`src/rtl/fetch_controller.sv`:
```
// fetch_controller: PC sequencer feeding a 2-entry {pc, instr} fetch buffer to decode, with redirect flush and end-of-image halt
module fetch_controller #(
    parameter logic [63:0] RESET_PC  = 64'd0,
    parameter logic [63:0] LAST_ADDR = 64'd144
) (
    input  logic        clk,
    input  logic        reset,
    input  logic        start,
    output logic [63:0] Inst_Address,
    input  logic [31:0] Instruction,
    input  logic        redirect_valid,
    input  logic [63:0] redirect_pc,
    output logic        if_valid,
    input  logic        if_ready,
    output logic [31:0] if_instr,
    output logic [63:0] if_pc,
    output logic        halted,
    output logic        misalign_err
);
    typedef enum logic [1:0] {IDLE, RUN, HALT} state_t;
    state_t      state, state_nx;
    logic [63:0] pc, pc_nx;
    logic [1:0]  count;
    logic [63:0] pc_q [2];
    logic [31:0] instr_q [2];
    logic        push, pop, flush, err_set, slot;
    assign Inst_Address = pc;
    assign if_valid     = count != 2'd0;
    assign if_instr     = instr_q[0];
    assign if_pc        = pc_q[0];
    assign halted       = state == HALT;
    assign pop          = if_valid && if_ready;
    assign slot         = pop ? count == 2'd2 : count == 2'd1;
    always_comb begin
        state_nx = state;
        pc_nx    = pc;
        push     = 1'b0;
        flush    = 1'b0;
        err_set  = 1'b0;
        case (state)
            IDLE: begin
                state_nx = start ? RUN : IDLE;
                pc_nx    = (redirect_valid && redirect_pc[1:0] == 2'b00) ? redirect_pc : pc;
            end
            RUN: begin
                if (redirect_valid) begin
                    flush    = 1'b1;
                    err_set  = redirect_pc[1:0] != 2'b00;
                    state_nx = err_set ? HALT : RUN;
                    pc_nx    = err_set ? pc : redirect_pc;
                end else if (pc > LAST_ADDR) begin
                    state_nx = HALT;
                end else if (count != 2'd2 || pop) begin
                    push  = 1'b1;
                    pc_nx = pc + 64'd4;
                end
            end
            default: ;
        endcase
    end
    always_ff @(posedge clk) begin
        if (reset) begin
            state        <= IDLE;
            pc           <= RESET_PC;
            count        <= 2'd0;
            misalign_err <= 1'b0;
            pc_q[0]      <= 64'd0;
            pc_q[1]      <= 64'd0;
            instr_q[0]   <= 32'd0;
            instr_q[1]   <= 32'd0;
        end else begin
            state <= state_nx;
            pc    <= pc_nx;
            if (err_set)
                misalign_err <= 1'b1;
            if (flush) begin
                count <= 2'd0;
            end else begin
                count <= count - {1'b0, pop} + {1'b0, push};
                if (pop) begin
                    pc_q[0]    <= pc_q[1];
                    instr_q[0] <= instr_q[1];
                end
                // written after the shift so an entry landing at the head wins
                if (push) begin
                    pc_q[slot]    <= pc;
                    instr_q[slot] <= Instruction;
                end
            end
        end
    end
endmodule

```
`config.mk`:
```
export PLATFORM = sky130hd
export DESIGN_NAME = fetch_controller
export DESIGN_NICKNAME = d
export VERILOG_FILES = /design/src/rtl/fetch_controller.sv
export SDC_FILE = /design/constraint.sdc
export NUM_CORES = 1
export LEC_CHECK = 0
export CAP_MARGIN = 0
export CORE_MARGIN = 2
export CORE_UTILIZATION = 35
export DETAILED_ROUTE_END_ITERATION = 10
export DONT_BUFFER_PORTS = 1
export GPL_TIMING_DRIVEN = 0
export PLACE_DENSITY_LB_ADDON = 0.08
export SYNTH_ARGS = -nofsm -noshare
export SYNTH_HDL_FRONTEND = slang
export SYNTH_SLANG_ARGS = --single-unit
export TNS_END_PERCENT = 20
```
`constraint.sdc`:
```
create_clock -name clk -period 26.6 [get_ports clk]
set_input_delay 5.32 -clock clk [delete_from_list [all_inputs] [get_ports clk]]
set_output_delay 5.32 -clock clk [all_outputs]
set_load 0.01 [all_outputs]
```
==> reports/qor.yml, run 1 <==
coreArea_sq_mm: 0.0304
drive_gt1_share_pct: 6.69
postRouteAntennaNets: 0
dieArea_sq_mm: 0.0321
worstPathRequired_ns: 26.84
path_class: "in -> reg"
ir_worst_vdd_v: 0.0000453
cts_tree: "built"
synth-seq-cells: 261
critPathLaunchType: "input port"
period_share_pct: 29.7
async_flop_share_pct: 0
die_y_um: 179
placed_area_sq_mm: 0.0116
io_buffers: 0
first_pass_iters: 5
ys_types: 59
skew_ns: 0.0114
cts.path.max_buffers: 3
slew_headroom_pct: 43.5
rsz0062_at_grt: "false"
grt_first_pass_wirelength_mm: 46.6
crit_path_max_fanout: 50
worst_slew_pin_slew_ns: 0.840
slew_violations: 0
hp-class: "reg -> reg"
hpwl_mm: 22.4
postCtsSetupBuffers: 0
cts-resized-gates: 0
vias_per_cell: 5.14
synth_edf_count: 192
wl_mm: 31.6
cts.clk_slew.worst_paths_ns: 0.06
area_growth_pct: 16.5
initial_utilization_pct: 35.3
drc_errors: 0
via_count: 7414
grt_remaining_overflow: 0
worst-endpoint-arrival_ns: 8.13
fin_util_pct: 41.2
cts_buffers: 29
yosysWarnings: 0
yosysSeqAreaShare_pct: 66.5
grtUsageTotal_pct: 19.4
synthFlopType: "edfxtp_1"
htreeDepth: 1
status: "complete, no violations"
rows: 64
netlist_instances: 932
syn_avg_cell_area_sq_um: 11.5
first_global_vias: 7291
die_x_um: 179
powerDensity_mw_per_mm2: 74.3
clock_latency_ns: 0.56
drt_iter0_drc: 500
clock.fmax_mhz: 127
ctsRootBufferMaster: "clkbuf_16"
hold_viol_final: 0
io_pins: 264
p_leak_nw: 4.28
antenna_found_initial: 1
finalCriticalPeriod_ns: 7.89
fin_area_sq_mm: 0.0125
grt_max_degree: 51
setup_tns_ns: 0
postCtsHoldBufs: 0
cts.sinks: 261
wire_per_inst_um: 21.9
nNetsFinal: 1128
drv_cap: 0
total_power_mw: 0.931
synth_area_sq_mm: 0.0108
setup_viol: 0
crit_path_end_kind: "flip-flop"
gp_congestion: 0.816
-- synthesized netlist by cell type (6+ instances only) --
cell      number  area share, %
dfxtp_1       69             13
nor4_1        19            1.1
o21ai_1       43            2.0
o22ai_1       10           0.58
nor3b_1        6           0.42
inv_1         17           0.59
a21oi_1       36            1.7
nand2_1      135            4.7
or2_2          7           0.41
a211oi_1      20            1.4
nand2b_1       6           0.35
nor3_1        19           0.88
nand3_1       25            1.2
nor2_1        57            2.0
edfxtp_1     192             54
nand4_1       15           0.87
a221oi_1       6           0.49
clkbuf_1      46            1.6
a22oi_1       10           0.70
or3_1          8           0.47
o21ai_0       20           0.93
and2_1        97            5.6
-- kinds of logic after synthesis --
group                      synth area share (%)
buffers and inverters                      2.44
and+or+nand+nor                            20.1
xor gates and xnor gates                  0.163
adders and majority gates                 0.465
DFF                                        66.5
AOI/OAI and AO/OA                          10.4
other                                    0.0349
-- cell usage in the layout, fill, tap and decap left out, types with 20 or more instances in the layout --
cell       netlist  layout
a211oi_1        20      20
nand3_1         25      25
dfxtp_1         69      69
and2_1          97      97
clkbuf_16        0      29
clkbuf_1        46      52
edfxtp_1       192     192
conb_1           1      56
nor2_1          57      57
nand2_1        135     135
o21ai_1         43      43
a21oi_1         36      36
-- state kept, by name (all words and copies together), names as in the netlist --
register	cells
pc_q	128
count	2
misalign_err	1
Inst_Address	64
instr_q	64
state	2
-- stage by stage --
stage / hold WS [ns] / setup WS [ns] / std cells
global route: 0.532 / 18.47 / 1443
finish: 0.510 / 18.71 / 1443
floorplan: 0.497 / 12.76 / 987
detailed placement: 0.501 / 18.07 / 1387
CTS: 0.512 / 18.66 / 1441
global placement: 0.500 / 8.72 / 1383
-- worst max-delay path, cell delays in order --
cell	delay (ns)
or3b_1	0.32
buf_2	0.19
a21oi_1	0.19
nor4b_2	0.32
nand2_1	0.23
nor3b_2	0.48
or2_4	0.70
buf_16	0.32
-- metal layers --
layer  track usage (%)  part of all wire (%)  vias up
met3              7.80                    11       59
met2              31.2                    47      278
met5                 0                     0        -
met1              23.7                    40     3528
met4              6.18                   2.8        0
li1                  -                     -     3549
-- power by group --
group	switching (mW)	total, mW	internal, mW
combinational	0.0345	0.0496	0.0151
clock	0.164	0.402	0.238
sequential	0.0204	0.479	0.459
total	0.219	0.931	0.712
-- path summary, 6_finish.rpt --
path         slack (ns)  cells after the start                        end                          from
max               18.71                      8  pc_q[1][63]$_SDFFCE_PN0P_                redirect_valid
min                0.51                      1      pc_q[0][44]$_DFFE_PP_     pc_q[1][44]$_SDFFCE_PN0P_
max reg2reg       22.81                      7  pc_q[1][63]$_SDFFCE_PN0P_  Inst_Address[8]$_SDFFE_PP0P_
min reg2reg        0.51                      1      pc_q[0][44]$_DFFE_PP_     pc_q[1][44]$_SDFFCE_PN0P_
-- final cells by class --
type,count,area [sq um]
fillers,2930,17900
flip-flops and latches,261,7150
inverters,17,63.8
multi-input cells,657,3560
plain buffers,52,199
well taps,396,495
clock buffers,43,841
diodes,1,2.50
repair buffers,5,95.1
clock inverters,11,120
No activity file was read; power rests on OpenSTA's default activity.
==> run 2, diff against run 1 <==
clock period = 6.9 ns   (was 26.6 ns; I/O delays follow)
==> reports/qor.yml, run 2 (synthesis results as in run 1) <==
ctsRootBufferMaster: "clkbuf_16"
hpwl_mm: 22.6  # +0.76%
dieArea_sq_mm: 0.0321  # unchanged
grtUsageTotal_pct: 19.4  # -0.035 points
final_common_cell: "edfxtp_1"
cts.path.max_buffers: 3  # unchanged
postCtsSetupBuffers: 0  # unchanged
cts.sinks: 261  # unchanged
path_buf_inv: 2  # unchanged
postRouteAntennaNets: 0  # unchanged
nNetsFinal: 1128  # unchanged
max_stage_delay_ns: 0.68  # -0.02 ns
postCtsHoldBufs: 0  # unchanged
rows: 64  # unchanged
total_power_mw: 3.63  # +290%
critPathTopFamily: "simple AND/OR/NAND/NOR gates"
critPathLaunchType: "input port"
cts_tree: "built"
io_buffers: 0  # unchanged
coreArea_sq_mm: 0.0304  # unchanged
first_global_vias: 7161  # -1.8%
min-delay-start: "pc_q[1][55]$_SDFFCE_PN0P_"
n_fill_cell: 2919  # -0.38%
slew_violations: 0  # unchanged
grt_first_pass_wirelength_mm: 46.4  # -0.41%
path_class: "in -> reg"
first_pass_iters: 5  # unchanged
crit_path_max_fanout: 50  # unchanged
die_y_um: 179  # unchanged
ir_worst_vdd_v: 0.000209  # +360%
gp_congestion: 0.893  # +9.5%
hp-class: "reg -> reg"
drc_errors: 0  # unchanged
slew_headroom_pct: 42.2  # -1.3 points
clock_latency_ns: 0.54  # -0.02 ns
p_leak_nw: 4.27  # -0.11%
drive_gt1_share_pct: 6.51  # -0.18 points
cts-resized-gates: 0  # unchanged
largest_reg_flops: 128  # unchanged
period_share_pct: 57.5
setup_tns_ns: 0  # unchanged
crit_path_end_kind: "flip-flop"
clock.fmax_mhz: 252
status: "complete, no violations"
largest-register: "pc_q"
rr_startpoint: "Inst_Address[31]$_SDFFE_PP0P_"
initial_utilization_pct: 35.3  # unchanged
worst_slew_pin_slew_ns: 0.867  # +0.0270 ns
finalCriticalPeriod_ns: 3.97
setup_viol: 0  # unchanged
vias_per_cell: 5.14  # about the same
worstSetupStartpoint: "redirect_valid"
worstPathRequired_ns: 7.12  # -19.72 ns
wire_per_inst_um: 22.0  # +0.32%
final_cell_mix: "edfxtp_1, nand2_1, and2_1, dfxtp_1, nor2_1"
die_x_um: 179  # unchanged
grt_remaining_overflow: 0  # unchanged
path_cells: "or3b_1 -> buf_2 -> a21oi_1 -> nor4b_2 -> nand2_1 -> nor3b_2 -> or2_4 -> buf_16"
slowest_stage: "or2_4"
wl_mm: 31.6  # +0.11%
io_pins: 264  # unchanged
powerDensity_mw_per_mm2: 289  # +290%
worst-endpoint-arrival_ns: 4.19  # -3.94 ns
cts_buffers: 30  # +3.4%
drv_cap: 0  # unchanged
grt_max_degree: 51  # unchanged
antenna_found_initial: 0  # -1
skew_ns: 0.0137  # +0.00233 ns
rsz0062_at_grt: "false"
cts.clk_slew.worst_paths_ns: 0.06  # about the same
hold_viol_final: 0  # unchanged
area_growth_pct: 16.6
antenna_cells: 0  # -1
htreeDepth: 1  # unchanged
drt_iter0_drc: 391  # -22%
via_count: 7402  # -0.16%
## run 2: cell types whose count changed in the layout (fill, tap and decap cells not counted), sizes merged
cell      change
clkinvlp      +2
clkinv        +6
inv           -2
bufinv        +2
clkbuf       -10
diode         -1
## run 2: through the flow
stage / hold slack [ns] / worst slack [ns] / util, % / instance area [sq um] / std cells
detailed placement: 0.501 / 2.36 / 38.0 / 11600 / 1387
global placement: 0.499 / -0.0624 / 37.7 / 11500 / 1383
global route: 0.529 / 2.66 / 41.2 / 12500 / 1440
floorplan: 0.497 / 1.44 / - / 11000 / 987
finish: 0.512 / 2.93 / 41.2 / 12500 / 1440
CTS: 0.513 / 2.94 / 41.2 / 12500 / 1440
## run 2: report_power, final
part	switching, mW	internal, mW	leakage, nW
Combinational	0.134	0.0581	1.29
Clock	0.630	0.959	0.473
Sequential	0.0774	1.77	2.51
Total	0.841	2.79	4.27
## run 2: area by class of cell
class	count	area [sq um]	area share, %
Clock buffer	34	787	6.27
Inverter	17	63.8	0.509
Buffer	52	199	1.59
Sequential cell	261	7150	57.0
Multi-Input combinational cell	657	3570	28.5
Tap cell	396	495	3.95
Timing Repair Buffer	4	87.6	0.698
Clock inverter	19	194	1.55
## run 2: layer usage
layer | up-vias | track usage [%] | part of all wire, %
li1 | 3543 | - | -
met1 | 3514 | 23.5 | 40
met2 | 304 | 32.3 | 47
met3 | 41 | 7.44 | 10
met4 | 0 | 4.84 | 1.9
met5 | - | 0 | 0
## run 2: path summary, 6_finish.rpt
kind	slack, ns	end	depth (start not counted)
worst max register to register	3.29	pc_q[1][30]$_SDFFCE_PN0P_	7
worst min register to register	0.51	pc_q[0][55]$_DFFE_PP_	1
worst min-delay path	0.51	pc_q[0][55]$_DFFE_PP_	1
worst max-delay path	2.93	pc_q[1][30]$_SDFFCE_PN0P_	8
